### src/rtl/morra_pkg.sv
// morra_pkg: shared move, result and state types for the Morra Cinese controller
package morra_pkg;
  typedef enum logic [1:0] {NONE = 2'b00, SASSO = 2'b01, CARTA = 2'b10, FORBICE = 2'b11} move_t;
  typedef enum logic [1:0] {R_NONE = 2'b00, P1 = 2'b01, P2 = 2'b10, DRAW = 2'b11} res_t;
  typedef enum logic [1:0] {IDLE = 2'b00, PLAY = 2'b01, DONE = 2'b10} state_t;
endpackage

### src/rtl/morra_judge.sv
// morra_judge: combinational referee for one manche (result plus both-moves-present flag)
module morra_judge
  import morra_pkg::*;
(
  input  move_t a,
  input  move_t b,
  output res_t  res,
  output logic  both
);
  logic a_wins;
  // Decide the manche from the beats relation; a missing move yields no result
  always_comb begin
    both   = (a != NONE) && (b != NONE);
    a_wins = (a == CARTA && b == SASSO) || (a == SASSO && b == FORBICE) || (a == FORBICE && b == CARTA);
    res    = !both ? R_NONE : (a == b) ? DRAW : a_wins ? P1 : P2;
  end
endmodule

### src/rtl/morra_cinese_param.sv
// morra_cinese_param: parametrised rock-paper-scissors match controller; MORRA_NOREPEAT_EN enables the no-repeat rule
module morra_cinese_param
  import morra_pkg::*;
#(
  parameter int MIN_ROUNDS = 4,
  parameter int LEAD       = 2,
  parameter int ROUND_W    = 5
) (
  input  logic               clk,
  input  logic               rst_n,
  input  logic               INIZIO,
  input  logic               VALID,
  input  logic [1:0]         PRIMO,
  input  logic [1:0]         SECONDO,
  output logic [1:0]         MANCHE,
  output logic [1:0]         PARTITA,
  output logic [ROUND_W-1:0] SCORE1,
  output logic [ROUND_W-1:0] SCORE2,
  output logic [ROUND_W-1:0] ROUND
);
  state_t             st;
  res_t               manche, partita, res, pres;
  logic               both, blocked, ok, margin, fin;
  logic [ROUND_W-1:0] limit, score1, score2, round, n_s1, n_s2, n_r, diff;
`ifdef MORRA_NOREPEAT_EN
  res_t  last_win;
  move_t last_mv;
`endif
  morra_judge u_judge (.a(move_t'(PRIMO)), .b(move_t'(SECONDO)), .res(res), .both(both));
  // Qualify the manche and precompute post-update counters and match verdict
  always_comb begin
`ifdef MORRA_NOREPEAT_EN
    blocked = (last_win == P1 && move_t'(PRIMO) == last_mv) || (last_win == P2 && move_t'(SECONDO) == last_mv);
`else
    blocked = 1'b0;
`endif
    ok     = (st == PLAY) && VALID && both && !blocked;
    n_s1   = score1 + ROUND_W'(res == P1);
    n_s2   = score2 + ROUND_W'(res == P2);
    n_r    = round + 1'b1;
    diff   = (n_s1 > n_s2) ? n_s1 - n_s2 : n_s2 - n_s1;
    margin = (diff >= ROUND_W'(LEAD)) && (n_r >= ROUND_W'(MIN_ROUNDS));
    fin    = margin || (n_r == limit);
    pres   = (n_s1 > n_s2) ? P1 : (n_s2 > n_s1) ? P2 : margin ? P2 : DRAW;
  end
  // Match sequencing: reset, start/restart, then one scored manche per qualified move cycle
  always_ff @(posedge clk) begin
    if (!rst_n) begin
      st      <= IDLE;
      manche  <= R_NONE;
      partita <= R_NONE;
      limit   <= '0;
      score1  <= '0;
      score2  <= '0;
      round   <= '0;
`ifdef MORRA_NOREPEAT_EN
      last_win <= R_NONE;
      last_mv  <= NONE;
`endif
    end else if (INIZIO) begin
      st      <= PLAY;
      manche  <= R_NONE;
      partita <= R_NONE;
      limit   <= ROUND_W'(MIN_ROUNDS) + ROUND_W'({PRIMO, SECONDO});
      score1  <= '0;
      score2  <= '0;
      round   <= '0;
`ifdef MORRA_NOREPEAT_EN
      last_win <= R_NONE;
      last_mv  <= NONE;
`endif
    end else begin
      manche <= ok ? res : R_NONE;
      if (ok) begin
        round  <= n_r;
        score1 <= n_s1;
        score2 <= n_s2;
        if (fin) begin
          partita <= pres;
          st      <= DONE;
        end
`ifdef MORRA_NOREPEAT_EN
        last_win <= (res == DRAW) ? R_NONE : res;
        last_mv  <= (res == P1) ? move_t'(PRIMO) : move_t'(SECONDO);
`endif
      end
    end
  end
  assign MANCHE  = manche;
  assign PARTITA = partita;
  assign SCORE1  = score1;
  assign SCORE2  = score2;
  assign ROUND   = round;
endmodule

### config.mk
export PLATFORM = sky130hd
export DESIGN_NAME = morra_cinese_param
export DESIGN_NICKNAME = d
export VERILOG_FILES = /design/src/rtl/morra_pkg.sv /design/src/rtl/morra_judge.sv /design/src/rtl/morra_cinese_param.sv
export SDC_FILE = /design/constraint.sdc
export NUM_CORES = 1
export LEC_CHECK = 0
export ABC_AREA = 1
export CORE_UTILIZATION = 55
export DETAILED_ROUTE_END_ITERATION = 10
export PLACE_DENSITY = 0.81
export REMOVE_ABC_BUFFERS = 1
export SLEW_MARGIN = 20
export SYNTH_ARGS = -nofsm -noshare
export SYNTH_HDL_FRONTEND = slang
export SYNTH_HIERARCHICAL = 1
export SYNTH_SLANG_ARGS = --single-unit
### constraint.sdc
create_clock -name clk -period 9.4 [get_ports clk]
set_input_delay 2.35 -clock clk [delete_from_list [all_inputs] [get_ports clk]]
set_output_delay 2.35 -clock clk [all_outputs]
set_load 0.05 [all_outputs]
# --- After elaboration in Yosys (flattened, before gate mapping) ---
# Cells that the tools add are included.
classes:
  mux: 10
  n_lt_le_gt_ge: 4
  bitwise: 2
  addsub: 6
  reduce_logical: 18
  eq_ne: 11
op_table:
  columns: ["operator", "count"]
  rows:
  - ["5-bit by 1-bit adder with 5-bit output", 2]
  - ["2-bit equality test, second input constant", 5]
  - ["5-bit greater-than comparator", 2]
  - ["5-bit subtractor", 2]
  - ["2-bit by 1-bit equality test with 1-bit output, second input constant", 4]
  - ["2-bit two-way mux", 4]
  - ["2-bit nonzero test", 4]
  - ["1-bit logical AND", 7]
  - ["3-bit by 4-bit adder with 5-bit output, first input constant", 1]
  - ["5-bit by 1-bit adder with 5-bit output, second input constant", 1]
  - ["5-bit equality test", 1]
  - ["5-bit by 2-bit greater-or-equal comparator with 1-bit output, second input constant", 1]
  - ["5-bit by 3-bit greater-or-equal comparator with 1-bit output, second input constant", 1]
  - ["1-bit two-way mux", 5]
  - ["5-bit two-way mux", 1]
  - ["2-bit AND reduction", 2]
  - ["1-bit logical OR", 3]
  - ["3-bit OR reduction", 1]
  - ["2-bit equality test", 1]
  - ["1-bit inverter", 2]
  - ["2-bit OR reduction", 1]
totals:
  in_bits: 8
  output_inout_bits: 19
  ff_bits: 26
  wordCells: 59

# --- Longest topological paths before layout ---
logic_depth:
  depth_word: 17
  depth_mapped: 29
  ltp_nobuf: 29

# --- Cells and area by module ---
# The synthesis kept the hierarchy.
by_module_without_submodules:
  columns: ["mod", "seq_area_each_um2", "n_inst", "cells_each", "area_each_um2"]
  rows:
  - ["morra_cinese_param", 520.5, 1, 225, 1674.1]
  - ["morra_judge", 0.0, 1, 27, 111.4]

# --- Worst setup path before layout ---
# Ideal clock, no wire load.
synth_path:
  path_kind: "input -> register"
  startpoint: "in PRIMO[0]"
  endpoint: "reg partita[0] (netlist: PARTITA[0])"
  arrival_time_ns: 4.918
  setup_ns: 0.113
  stages: 26
  required_time_ns: 9.287
  path_slack_ns: 4.369
  n_path_buf: 1
  path_cell_list: "inv_1 -> nor2_1 -> nand2_1 -> nand3_2 -> nor2_1 -> inv_1 -> nor2_1 -> ha_1 -> ha_1 -> xor2_1 -> inv_1 -> ha_1 -> clkbuf_8 -> nand2_1 -> o21ai_0 -> nand3_1 -> nand2_1 -> nand3_2 -> nand2_1 -> inv_1 -> nand2_1 -> nand3_2 -> nand2_2 -> nand3_1 -> nor2_1 -> nor2_1"
synth_between:
  elab_chain_len: 16
  word_cells_on_any_way: 31
  cone_classes: "add/sub: 4; order compare: 3; eq/ne: 6; mux: 7; reduce/logical: 11"
synth_rtl:
  columns: ["item", "line_no", "rtl"]
  rows:
  - ["start: declaration", "morra_cinese_param.sv:13", "input logic [1:0] PRIMO,"]
  - ["2-bit equality test / 2-bit by 1-bit equality test with 1-bit output (equally long branches)", "morra_judge.sv:14", "a_wins = (a == CARTA && b == SASSO) || (a == SASSO && b == FORBICE) || (a == FORBICE && b == CARTA);"]
  - ["1-bit logical AND", "morra_judge.sv:14", null]
  - ["1-bit logical OR (2 in a row)", "morra_judge.sv:14", null]
  - ["2-bit two-way mux (2 in a row)", "morra_judge.sv:15", "res = !both ? R_NONE : (a == b) ? DRAW : a_wins ? P1 : P2;"]
  - ["2-bit two-way mux (*)", "morra_judge.sv:15", null]
  - ["net res[1]", "morra_cinese_param.sv:22", "res_t manche, partita, res, pres;"]
  - ["2-bit equality test (*)", "morra_cinese_param.sv:39", "n_s2 = score2 + ROUND_W'(res == P2);"]
  - ["5-bit by 1-bit adder with 5-bit output (*)", "morra_cinese_param.sv:39", null]
  - ["net n_s2[2]", "morra_cinese_param.sv:24", "logic [ROUND_W-1:0] limit, score1, score2, round, n_s1, n_s2, n_r, diff;"]
  - ["5-bit subtractor / 5-bit greater-than comparator (equally long branches)", "morra_cinese_param.sv:41, morra_cinese_param.sv:44", null]
  - ["5-bit two-way mux", "morra_cinese_param.sv:41", "diff = (n_s1 > n_s2) ? n_s1 - n_s2 : n_s2 - n_s1;"]
  - ["5-bit by 2-bit greater-or-equal comparator with 1-bit output", "morra_cinese_param.sv:42", "margin = (diff >= ROUND_W'(LEAD)) && (n_r >= ROUND_W'(MIN_ROUNDS));"]
  - ["1-bit logical AND", "morra_cinese_param.sv:42", null]
  - ["1-bit two-way mux (2 in a row)", "morra_cinese_param.sv:44", "pres = (n_s1 > n_s2) ? P1 : (n_s2 > n_s1) ? P2 : margin ? P2 : DRAW;"]
  - ["2-bit two-way mux", "morra_cinese_param.sv:44", null]
  - ["end signal: assignment", "morra_cinese_param.sv:79", "partita <= pres;"]
  - ["end: declaration", "morra_cinese_param.sv:22", null]
# Mark *: on every way through the listed nets, which the timed path passes. The rest lies on a longest branch.
# A chain may end at the register's enable or synchronous reset.

# --- Worst setup path after layout ---
# Same ends and word-level chain as after synthesis.

==> impl_metrics.yaml <==
outcome:
  status: "finished, final reports clean"
logic_synthesis:
  yosys_most_used_dff: "dfxtp_1"
  synth_area_leader_cell: "dfxtp_1"
  yosys.area_share.adder: 0.1275
  synthesis.area_um2: 1785
  yosysUniqueCellTypes: 27
  synthTopCellsByArea: "dfxtp_1 29%, ha_1 11%, nand2_1 8.8%, inv_1 7.1%, nor2_1 6.5%"
  yosys_warnings: 6
  ys_seq_elements: 26
  synth_compound_area_frac: 0.1395
  ys_seq_area_frac: 0.2915
  synth_edf_count: 0
  muxShareOfSynthArea: 0
  synth_top_family_by_area: "simple AND/OR/NAND/NOR gates"
  syn_inst: 252
  post_synth_xor_area_fraction: 0.05886
  postSynth.asyncResetShare: 0
  avgSynthCellArea_um2: 7.085
  netlist.area_leader.share: 0.2915
  synth.most_common_cell: "nand2_1"
  ys_top_cells_by_count: "42 x nand2_1, 34 x inv_1, 31 x nor2_1"
  synth-simple-area-share: 0.2887
routing:
  topRoutingLayerUsed: "met4"
  route.met3.wl_um: 102
  drt-met1-wl_um: 1900
  vias_per_cell: 5.022
  wl_per_cell_um: 11.39
  routed_wl_um: 3656
  wl_met2_um: 1591
  num_vias: 1612
  postRouteAntennaNets: 0
  route.detailed.drc: 0
  drt_first_pass_iters: 4
  drt_iter0_drc: 43
place:
  dp_cells: 317
  portBuffers: 26
  placed_area_um2: 2068
  hpwlAfterDp_um: 2816
  place.gp.congestion: 0.8544
clocking:
  clock_sinks: 26
  cts_buffers: 3
  clkSlewWorstSetupHoldPaths_ps: 150
  cts_resized: 0
  cts_tree: "done"
  cts_root_buf: "clkbuf_4"
  cts_setup_buffers: 0
  clk_latency_ps: 340
  htree_levels: 1
  postCtsHoldBufs: 0
  ctsLongestPathBuffers: 2
grt:
  grt_pass1_wl_um: 6134
  grt_pass1_vias: 1373
  grt_max_degree: 30
  grt_usage: 0.2337
  antenna_found_initial: 0
  overflow: 0
timing:
  final_hold_viol_count: 0
  setup_viol: 0
  tns_ps: 0
  rsz0062_at_grt: "false"
  slew_violations: 0
  max-slew-margin-rel: 0.3462
  period_share: 0.6091
  fmax_mhz: 174.7
  clock-skew-final_ps: 8.977
  min_period_ps: 5725
  tightest_slew_ps: 977.0
final_layout:
  final_cells: 321
  final_cell_area_um2: 2121
  fillCellCount: 287
  drive_gt1_frac: 0.08303
  diodes: 0
  ff_latch_area_um2: 520.5
  nNetsFinal: 303
  multi_input_area_um2: 1097
  area.growth.synth_to_final_pct: 18.78
power_and_ir_drop:
  peakVddDrop_mv: 0.08642
  power.density_nw_per_um2: 123.5
  power_leakage_nw: 1.000
floorplan:
  fp.dieH_um: 58.98
  coreArea_um2: 3078
  die_area_um2: 3478
  num_io_pins: 27
  rows: 20
  initial_utilization: 0.5801
  die_w_um: 58.98
critical_path:
  cp_num_buf_inv: 5
  critical_path.max_fanout: 9
  start_kind: "primary input"
  timing.critical_path.mode_cell: "nand2_1"
  criticalPathCategory: "primary input to flop"
  slowest_delay_ps: 490
  required_ps: 9690
  critPathArrivalTime_ps: 6010
  timing.critical_path.max_delay_family: "simple AND/OR/NAND/NOR gates"
  crit_slowest_cell: "clkdlybuf4s50_1"
  critPathCaptureType: "flop"
run:
  drv_cap: 0
hold_path:
  worstHoldPathType: "flop to flop"
==> state kept, by name (all words and copies together) (netlist names) <==
name,flops
SCORE1,5
ROUND,5
limit,5
PARTITA,2
st,2
MANCHE,2
SCORE2,5
==> cell families after synthesis <==
family	count (synthesis)
adder cells (fa/ha/maj)	17
AO/OA/AOI/OAI	46
XOR/XNOR	12
flip-flops	26
AND/OR/NAND/NOR	110
buffers and inverters	41
==> metrics by stage <==
stage          hold slack, ps  power, mW  setup slack, ps  utilization
6_report                472.9     0.2620             3675       0.6890
5_1_grt                 505.0     0.2750             3191       0.6890
4_1_cts                 477.9     0.2617             3693       0.6890
3_5_place_dp            457.8     0.1826             3338       0.6720
3_3_place_gp            447.6     0.1821             3375       0.6720
2_1_floorplan           435.2     0.1658             4328            -
==> path summary, 6_finish.rpt <==
check             from         end  slack [ps]  cells after the start
max           PRIMO[0]  PARTITA[0]        3670                     27
min              st[1]       st[1]         470                      2
max reg2reg  SCORE2[0]  PARTITA[0]        6420                     19
min reg2reg      st[1]       st[1]         470                      2
==> area by class of cell <==
| class | count | area share |
|---|---|---|
| Clock inverter | 1 | 0.01416 |
| Multi-Input combinational cell | 185 | 0.5174 |
| Clock buffer | 3 | 0.01062 |
| Timing Repair Buffer | 26 | 0.1227 |
| Inverter | 36 | 0.06372 |
| Sequential cell | 26 | 0.2454 |
| Tap cell | 44 | 0.02596 |
==> power by group <==
part	total, mW	switching (mW)	internal [mW]
registers	0.117	0.00323	0.114
clock network	0.0806	0.0374	0.0432
logic	0.0645	0.0397	0.0248
==> cells in the final DEF (no fill, tap or decap), drive strengths merged, types with 2 or more instances in the layout <==
| cell | n |
|---|---|
| ha | 15 |
| xor2 | 9 |
| o21ai | 22 |
| nor2 | 31 |
| nand2 | 49 |
| fa | 2 |
| nor3 | 4 |
| dfxtp | 26 |
| clkdlybuf4s50 | 26 |
| nand3 | 16 |
| or2 | 2 |
| clkbuf | 3 |
| xnor2 | 3 |
| a21oi | 21 |
| nand4 | 8 |
| inv | 36 |
==> worst register-to-register path, cell delays in order (launching register included) <==
cell	delay, ps
dfxtp_1	400
ha_1	250
ha_1	230
xor2_1	210
inv_1	90
ha_1	440
nand2_1	110
o21ai_0	240
nand3_1	150
nand2_1	90
nand3_2	70
nand2_1	70
inv_1	30
nand2_1	70
nand3_2	80
nand2_2	80
nand2_2	80
nand2_1	90
nand2_1	50
nor2_1	100
==> routing by layer <==
layer,global-route usage,up-vias
met2,0.3458,28
li1,-,865
met5,0,-
met3,0.02183,4
met4,0.1020,0
met1,0.3447,715
Power figures use the tool's default switching activity.
